<file path="config.mk">
export PLATFORM = sky130hd
export DESIGN_NAME = fibonacci_core
export DESIGN_NICKNAME = d
export VERILOG_FILES = /design/src/rtl/fibonacci_core.sv
export SDC_FILE = /design/constraint.sdc
export NUM_CORES = 1
export LEC_CHECK = 0
export ABC_CLOCK_PERIOD_IN_PS = 5300
export CAP_MARGIN = 20
export CORE_MARGIN = 2
export CORE_UTILIZATION = 30
export CTS_CLUSTER_SIZE = 40
export DETAILED_ROUTE_END_ITERATION = 6
export SYNTH_ARGS = -nofsm -noshare
export SYNTH_HDL_FRONTEND = slang
export SYNTH_SLANG_ARGS = --single-unit
</file>
<file path="constraint.sdc">
create_clock -name wb_clk_i -period 5.3 [get_ports wb_clk_i]
set_clock_uncertainty 0.05 [all_clocks]
set_input_delay 1.06 -clock wb_clk_i [delete_from_list [all_inputs] [get_ports wb_clk_i]]
set_output_delay 1.06 -clock wb_clk_i [all_outputs]
set_load 0.02 [all_outputs]
</file>
<file path="src/rtl/fibonacci_core.sv">
// Fibonacci sequence generator stepping F(n) at a programmable prescaler rate, wrapping after F(44).
// Build option: define FIBONACCI_OVF_IRQ_EN to enable the ovf_irq wrap pulse (otherwise tied low).
module fibonacci_core #(
  parameter int CLOCK_WIDTH = 6
) (
  input  logic                   wb_clk_i,
  input  logic                   reset,
  input  logic [CLOCK_WIDTH-1:0] clock_sel,
  input  logic                   switch,
  input  logic                   restart,
  output logic [29:0]            fib_val,
  output logic [5:0]             step_cnt,
  output logic                   running,
  output logic                   ovf_irq,
  output logic [37:0]            io_out,
  output logic [37:0]            io_oeb,
  output logic [1:0]             dbg_state
);

  typedef enum logic [1:0] {
    ST_SEED  = 2'd0,
    ST_RUN   = 2'd1,
    ST_PAUSE = 2'd2,
    ST_WRAP  = 2'd3
  } state_e;

  localparam logic [37:0] OEB_RESET  = {38{1'b1}};
  localparam logic [37:0] OEB_ACTIVE = 38'h00_0000_00FF;
  localparam logic [5:0]  WRAP_STEP  = 6'd44;

  state_e                 state_q, state_d;
  logic [29:0]            a_q, a_d;
  logic [29:0]            b_q, b_d;
  logic [5:0]             step_q, step_d;
  logic [CLOCK_WIDTH-1:0] div_q, div_d;
  logic [37:0]            oeb_q, oeb_d;

  logic [30:0]            sum;
  logic                   tick;
  logic                   div_over;
  logic [CLOCK_WIDTH-1:0] div_next;

  assign sum      = {1'b0, a_q} + {1'b0, b_q};
  assign tick     = (clock_sel != '0) && (div_q == clock_sel - CLOCK_WIDTH'(1));
  assign div_over = (div_q >= clock_sel);
  // A shrunk or zero period clears the prescaler rather than producing a late tick.
  assign div_next = (tick || div_over) ? '0 : div_q + CLOCK_WIDTH'(1);

  always_comb begin
    state_d = state_q;
    a_d     = a_q;
    b_d     = b_q;
    step_d  = step_q;
    div_d   = div_q;
    oeb_d   = OEB_ACTIVE;
    if (restart) begin
      state_d = ST_SEED;
      div_d   = '0;
    end else begin
      case (state_q)
        ST_SEED: begin
          a_d     = 30'd0;
          b_d     = 30'd1;
          step_d  = 6'd0;
          div_d   = '0;
          state_d = switch ? ST_RUN : ST_PAUSE;
        end
        ST_RUN: begin
          if (!switch) begin
            state_d = ST_PAUSE;
            div_d   = '0;
          end else begin
            div_d = div_next;
            if (tick) begin
              a_d = b_q;
              if (sum[30]) begin
                step_d  = WRAP_STEP;
                state_d = ST_WRAP;
              end else begin
                b_d    = sum[29:0];
                step_d = step_q + 6'd1;
              end
            end
          end
        end
        ST_PAUSE: begin
          div_d = '0;
          // step_cnt sits at 44 only while a wrap is pending, so resume finishes it.
          if (switch) begin
            state_d = (step_q == WRAP_STEP) ? ST_WRAP : ST_RUN;
          end
        end
        ST_WRAP: begin
          if (!switch) begin
            state_d = ST_PAUSE;
            div_d   = '0;
          end else begin
            div_d = div_next;
            if (tick) begin
              a_d     = 30'd0;
              b_d     = 30'd1;
              step_d  = 6'd0;
              state_d = ST_RUN;
            end
          end
        end
        default: state_d = ST_SEED;
      endcase
    end
  end

  always_ff @(posedge wb_clk_i) begin
    if (reset) begin
      state_q <= ST_SEED;
      a_q     <= 30'd0;
      b_q     <= 30'd1;
      step_q  <= 6'd0;
      div_q   <= '0;
      oeb_q   <= OEB_RESET;
    end else begin
      state_q <= state_d;
      a_q     <= a_d;
      b_q     <= b_d;
      step_q  <= step_d;
      div_q   <= div_d;
      oeb_q   <= oeb_d;
    end
  end

`ifdef FIBONACCI_OVF_IRQ_EN
  logic ovf_q, ovf_d;

  assign ovf_d = (state_q == ST_WRAP) && switch && tick && !restart;

  always_ff @(posedge wb_clk_i) begin
    if (reset) begin
      ovf_q <= 1'b0;
    end else begin
      ovf_q <= ovf_d;
    end
  end

  assign ovf_irq = ovf_q;
`else
  assign ovf_irq = 1'b0;
`endif

  assign fib_val   = a_q;
  assign step_cnt  = step_q;
  assign running   = (state_q == ST_RUN);
  assign io_out    = {a_q, 8'h00};
  assign io_oeb    = oeb_q;
  assign dbg_state = state_q;

endmodule
</file>
==> impl_results.md <==
- Crit share post-route: 73.1%
- Global route total overflow: 0
- Netlist cell types: 63
- RSZ-0062 raised after global routing: no
- Htree depth: 3
- Post-route cell area: 6460 sq um
- EDFF count, synth: 0
- Syn Inst Count: 655
- Drt initial violations: 308
- Cts bufs inserted: 9
- Top cell type's share of synthesized area: 28.1%
- First-pass GRT wire length: 20300 um
- Final hold violations: 0
- Clock Tree Root: clkbuf_16
- Via density: 4.94
- Hold buffer count at CTS: 0
- Die Height: 137 um
- Cell Area, Placed: 6100 sq um
- CP Data Required Time: 5.48 ns
- Cell taking the most area after synthesis: dfxtp_1
- Top cells by area, synth: dfxtp_1 (28%), buf_4 (11%), ha_1 (10%)
- Maximum root-to-sink buffer count: 2
- CP arrival: 4.06 ns
- Max-slew violations: 0
- Die width: 137 um
- Most frequent cells in the layout: clkdlybuf4s50_1 (107), dfxtp_1 (75), a21oi_1 (73)
- Critical path launch point type: primary input
- Seq/Total Area, Yosys: 28.1%
- Post-layout nets: 746
- Commonest non-fill, non-tap cell in the layout: clkdlybuf4s50_1
- Fmax: 258 MHz
- Antenna violations before repair: 0
- Syn avg cell area: 8.15 sq um
- Hold WC Path Type: register to register
- N_diodes: 0
- Most used DFF post-synth: dfxtp_1
- CP max FO: 24
- Tot GR Track Use: 13.5%
- Crit. End Element: register
- Post-CTS Setup Bufs: 0
- Final setup violation count: 0
- Min Tclk post-route: 3.88 ns
- Yosys Warn Count: 0
- Worst vdd ir: 0.000196 V
- Share of layout cells above drive strength 1: 5.16%
- Post-route setup TNS: 0 ns
- Status: finished clean
- Clock slew seen by the registers of the worst setup and hold paths: 0.06 ns
- Wire per inst: 13.8 um
- Maxcap violations: 0
- Vias in the first global route: 4094
- Yosys reg bits: 75
- DRC viols: 0
- Slew Limit Headroom: 50.2%
- Core area: 17400 sq um
- ANT nets after route: 0
- Clock Latency Late Sink: 0.34 ns
- HPWL after DPL: 8980 um
- Leak: 2.64 nW
- Core Util, Final: 37.2%
- # fillers: 1767
- I/O pin count: 126
- CTS resizes: 0
- Port bufs: 108
- DRT Pass-1 Iters: 4
- Area grow syn2layout: 21.0%
- Placer Congestion: 0.851
- Sink Count: 75
- Std-Cell Rows: 48
- Die area: 18900 sq um
- Least-Margin Pin Slew: 0.746 ns
- Largest net degree at the start of global routing: 45
- Power per cell area: 226 nW/um^2
- Final WL: 12700 um
- CP Class: primary input to register
- Async set or reset register ratio after synthesis: 0%
- Power Total: 1.46 mW
- Post-Syn Area: 5340 sq um
- Initial core utilization: 30.8%
- CTS tree: done
- Via Count: 4551
==> layout make-up <==
type	instances	area, sq um	share of cell area (%)
Sequential cell	75	1500	23.2
Clock inverter	4	95.1	1.47
Inverter	21	78.8	1.22
Timing Repair Buffer	113	1110	17.2
Clock buffer	12	267	4.12
Tap cell	225	282	4.36
Multi-Input combinational cell	472	3130	48.4
==> cell usage after synthesis (2+ instances only) <==
| master | number |
|---|---|
| nor2_1 | 33 |
| nor3_2 | 2 |
| nand3_1 | 42 |
| a211oi_1 | 7 |
| o22ai_1 | 3 |
| and3_1 | 8 |
| nand4_1 | 3 |
| a211o_1 | 5 |
| a31oi_1 | 11 |
| xnor2_1 | 22 |
| or2_2 | 2 |
| ha_1 | 43 |
| dfxtp_1 | 75 |
| nand3b_1 | 2 |
| buf_2 | 6 |
| o21a_1 | 5 |
| inv_1 | 21 |
| xor2_1 | 15 |
| buf_4 | 77 |
| nor2b_1 | 2 |
| conb_1 | 2 |
| clkbuf_1 | 17 |
| or3_1 | 8 |
| a21o_1 | 16 |
| mux2i_1 | 7 |
| or4_1 | 2 |
| a22o_1 | 15 |
| nor3_1 | 6 |
| nand2_1 | 62 |
| o21bai_1 | 3 |
| o211ai_1 | 2 |
| nand2b_1 | 7 |
| o21ai_0 | 20 |
| o221ai_1 | 2 |
| buf_6 | 2 |
| a21oi_1 | 73 |
==> critical path, stage by stage <==
cell	delay (ns)
clkdlybuf4s50_1	0.50
inv_1	0.07
ha_1	0.30
xnor2_1	0.14
a311oi_2	0.24
nand2_1	0.13
a2111oi_4	0.53
o21ai_2	0.16
o21bai_4	0.35
and2b_4	0.34
a22o_1	0.25
==> worst paths after layout <==
| check | startpoint | endpoint | slack [ns] | depth (start not counted) |
|---|---|---|---|---|
| max | clock_sel[0] | b_q[18]$_SDFFE_PP0P_ | 1.42 | 11 |
| min | div_q[0]$_SDFF_PP0_ | div_q[0]$_SDFF_PP0_ | 0.41 | 1 |
| max reg2reg | fib_val[0]$_SDFFE_PP0P_ | b_q[18]$_SDFFE_PP0P_ | 1.79 | 10 |
| min reg2reg | div_q[0]$_SDFF_PP0_ | div_q[0]$_SDFF_PP0_ | 0.41 | 1 |
==> stage by stage <==
| step | std cells | hold slack [ns] | worst slack, ns |
|---|---|---|---|
| floorplan | 670 | 0.376 | 2.00 |
| global placement | 906 | 0.400 | 1.12 |
| detailed placement | 906 | 0.406 | 1.05 |
| CTS | 922 | 0.419 | 1.43 |
| global route | 922 | 0.456 | 1.18 |
| finish | 922 | 0.413 | 1.42 |
==> state kept, by name (all words and copies together), names as in the netlist <==
register / flops
div_q: 6
io_oeb: 1
step_cnt: 6
dbg_state: 2
fib_val: 30
b_q: 30
==> kinds of logic (layout without fill, tap and decap cells) <==
kind of cell	count (synthesis)	after routing	synth area share [%]
adders and majority gates	44	44	10.4
AOI/OAI and AO/OA	180	180	22.6
muxes	7	7	1.31
DFF	75	75	28.1
and+or+nand+nor	187	187	16.8
xor gates and xnor gates	37	37	6.07
other	2	17	0.141
buffers and inverters	123	150	14.5
==> power breakdown <==
| part | internal [mW] | total (mW) | switching (mW) |
|---|---|---|---|
| clock | 0.498 | 0.741 | 0.244 |
| combinational | 0.0501 | 0.148 | 0.0978 |
| sequential | 0.565 | 0.570 | 0.00489 |
==> routing by layer <==
| layer | GRT usage [%] | wire length [um] | share of wire [%] | vias to the layer above |
|---|---|---|---|---|
| met5 | 0 | 0 | 0 | - |
| met3 | 2.58 | 643 | 5.0 | 10 |
| met2 | 22.0 | 5770 | 45 | 130 |
| li1 | - | - | - | 2307 |
| met4 | 4.07 | 165 | 1.3 | 0 |
| met1 | 18.1 | 6160 | 48 | 2104 |
(Power assumes the default switching activity.)
==> variant, RTL diff (same flow settings) <==
`CLOCK_WIDTH`: 6 -> 8.
--- a/src/rtl/fibonacci_core.sv
+++ b/src/rtl/fibonacci_core.sv
@@ -1,7 +1,7 @@
 // Fibonacci sequence generator stepping F(n) at a programmable prescaler rate, wrapping after F(44).
 // Build option: define FIBONACCI_OVF_IRQ_EN to enable the ovf_irq wrap pulse (otherwise tied low).
 module fibonacci_core #(
-  parameter int CLOCK_WIDTH = 6
+  parameter int CLOCK_WIDTH = 8
 ) (
   input  logic                   wb_clk_i,
   input  logic                   reset,
Ports: changed (resized clock_sel); port bits go from 126 to 128. The function was not compared with the original's and may differ.
==> variant against the original RTL <==
  * Count of clock-buffer cells in the layout is 2 lower
  * Routed wire length grew 11%
  * Power decreased by 1.3%
  * Design area grew 4.7%
  * Critical path depth increased by 1
  * Fmax decreased by 8.5%
  * Worst setup slack got worse by 0.36 ns
  * Via count rose by 10%
  * Final cell count is 8.1% higher
  * Sequential cell count up 2
  * Area after synthesis increased by 5.1%
  * Critical endpoint is now b_q[10]$_SDFFE_PP0P_
==> variant: results (changes against the original RTL) <==
| Metric | Value |
|---|---|
| M1 WL | `6900 µm (was 6160 µm)` |
| Post-place setup slack | `0.778 ns (was 1.05 ns)` |
| Sequential area share after synthesis | `27.5% (was 28.1%)` |
| Max-slew headroom | `49.3% (was 50.2%)` |
| Placed insts | `982 (was 906)` |
| Fillers | `1957 (was 1767)` |
| # rows | `50 (was 48)` |
| Fraction of layout cells with a size suffix above 1 | `4.19% (was 5.16%)` |
| Final net count | `818 (was 746)` |
| Met1 Use GR | `18.9% (was 18.1%)` |
| Met3 Use GR | `3.53% (was 2.58%)` |
| Lkg Pwr | `2.71 nW (was 2.64 nW)` |
| Post-synth top cells | `a21oi_1, nand2_1, dfxtp_1, buf_4, nand3_1 (was buf_4, dfxtp_1, a21oi_1, nand2_1, ha_1)` |
| F_max | `0.236 GHz (was 0.258 GHz)` |
| IO Port Bufs | `110 (was 108)` |
| Vias in the first global route | `4640 (was 4094)` |
| HPWL after DPL | `10100 µm (was 8980 µm)` |
| Non-Filler Instances | `997 (was 922)` |
| Status | `complete, no violations (unchanged)` |
| Flop2flop setup slack | `1.86 ns (was 1.79 ns)` |
| GR Util met2 | `22.9% (was 22.0%)` |
| RD Place Congestion | `0.848 (was 0.851)` |
| Hold Path Depth | `2 (was 1)` |
| Avg Cell Area, Syn | `7.77 µm² (was 8.15 µm²)` |
| Met3 Wirelength | `694 µm (was 643 µm)` |
==> variant: power breakdown <==
| group | total, mW | switching [mW] | internal, mW | leakage, nW |
|---|---|---|---|---|
| clock network | 0.693 | 0.237 | 0.456 | 0.162 |
| registers | 0.585 | 0.00468 | 0.581 | 0.621 |
| logic | 0.162 | 0.109 | 0.0536 | 1.92 |
| total | 1.44 | 0.351 | 1.09 | 2.71 |
==> variant: area by class of cell <==
class	count	area share, %
Clock inverter	5	1.48
Multi-Input combinational cell	533	49.7
Inverter	21	1.16
Clock buffer	10	3.38
Timing Repair Buffer	117	17.2
Sequential cell	77	22.8
Tap cell	234	4.33
==> variant: logic make-up after synthesis <==
| kind of cell | Yosys count | synth area share [%] |
|---|---|---|
| fa+ha+maj | 47 | 10.6 |
| other cells | 2 | 0.134 |
| flops | 77 | 27.5 |
| xor+xnor | 35 | 5.59 |
| simple gates | 255 | 22.1 |
| mux | 1 | 0.178 |
| buf+inv | 128 | 13.7 |
| compound gates | 178 | 20.2 |
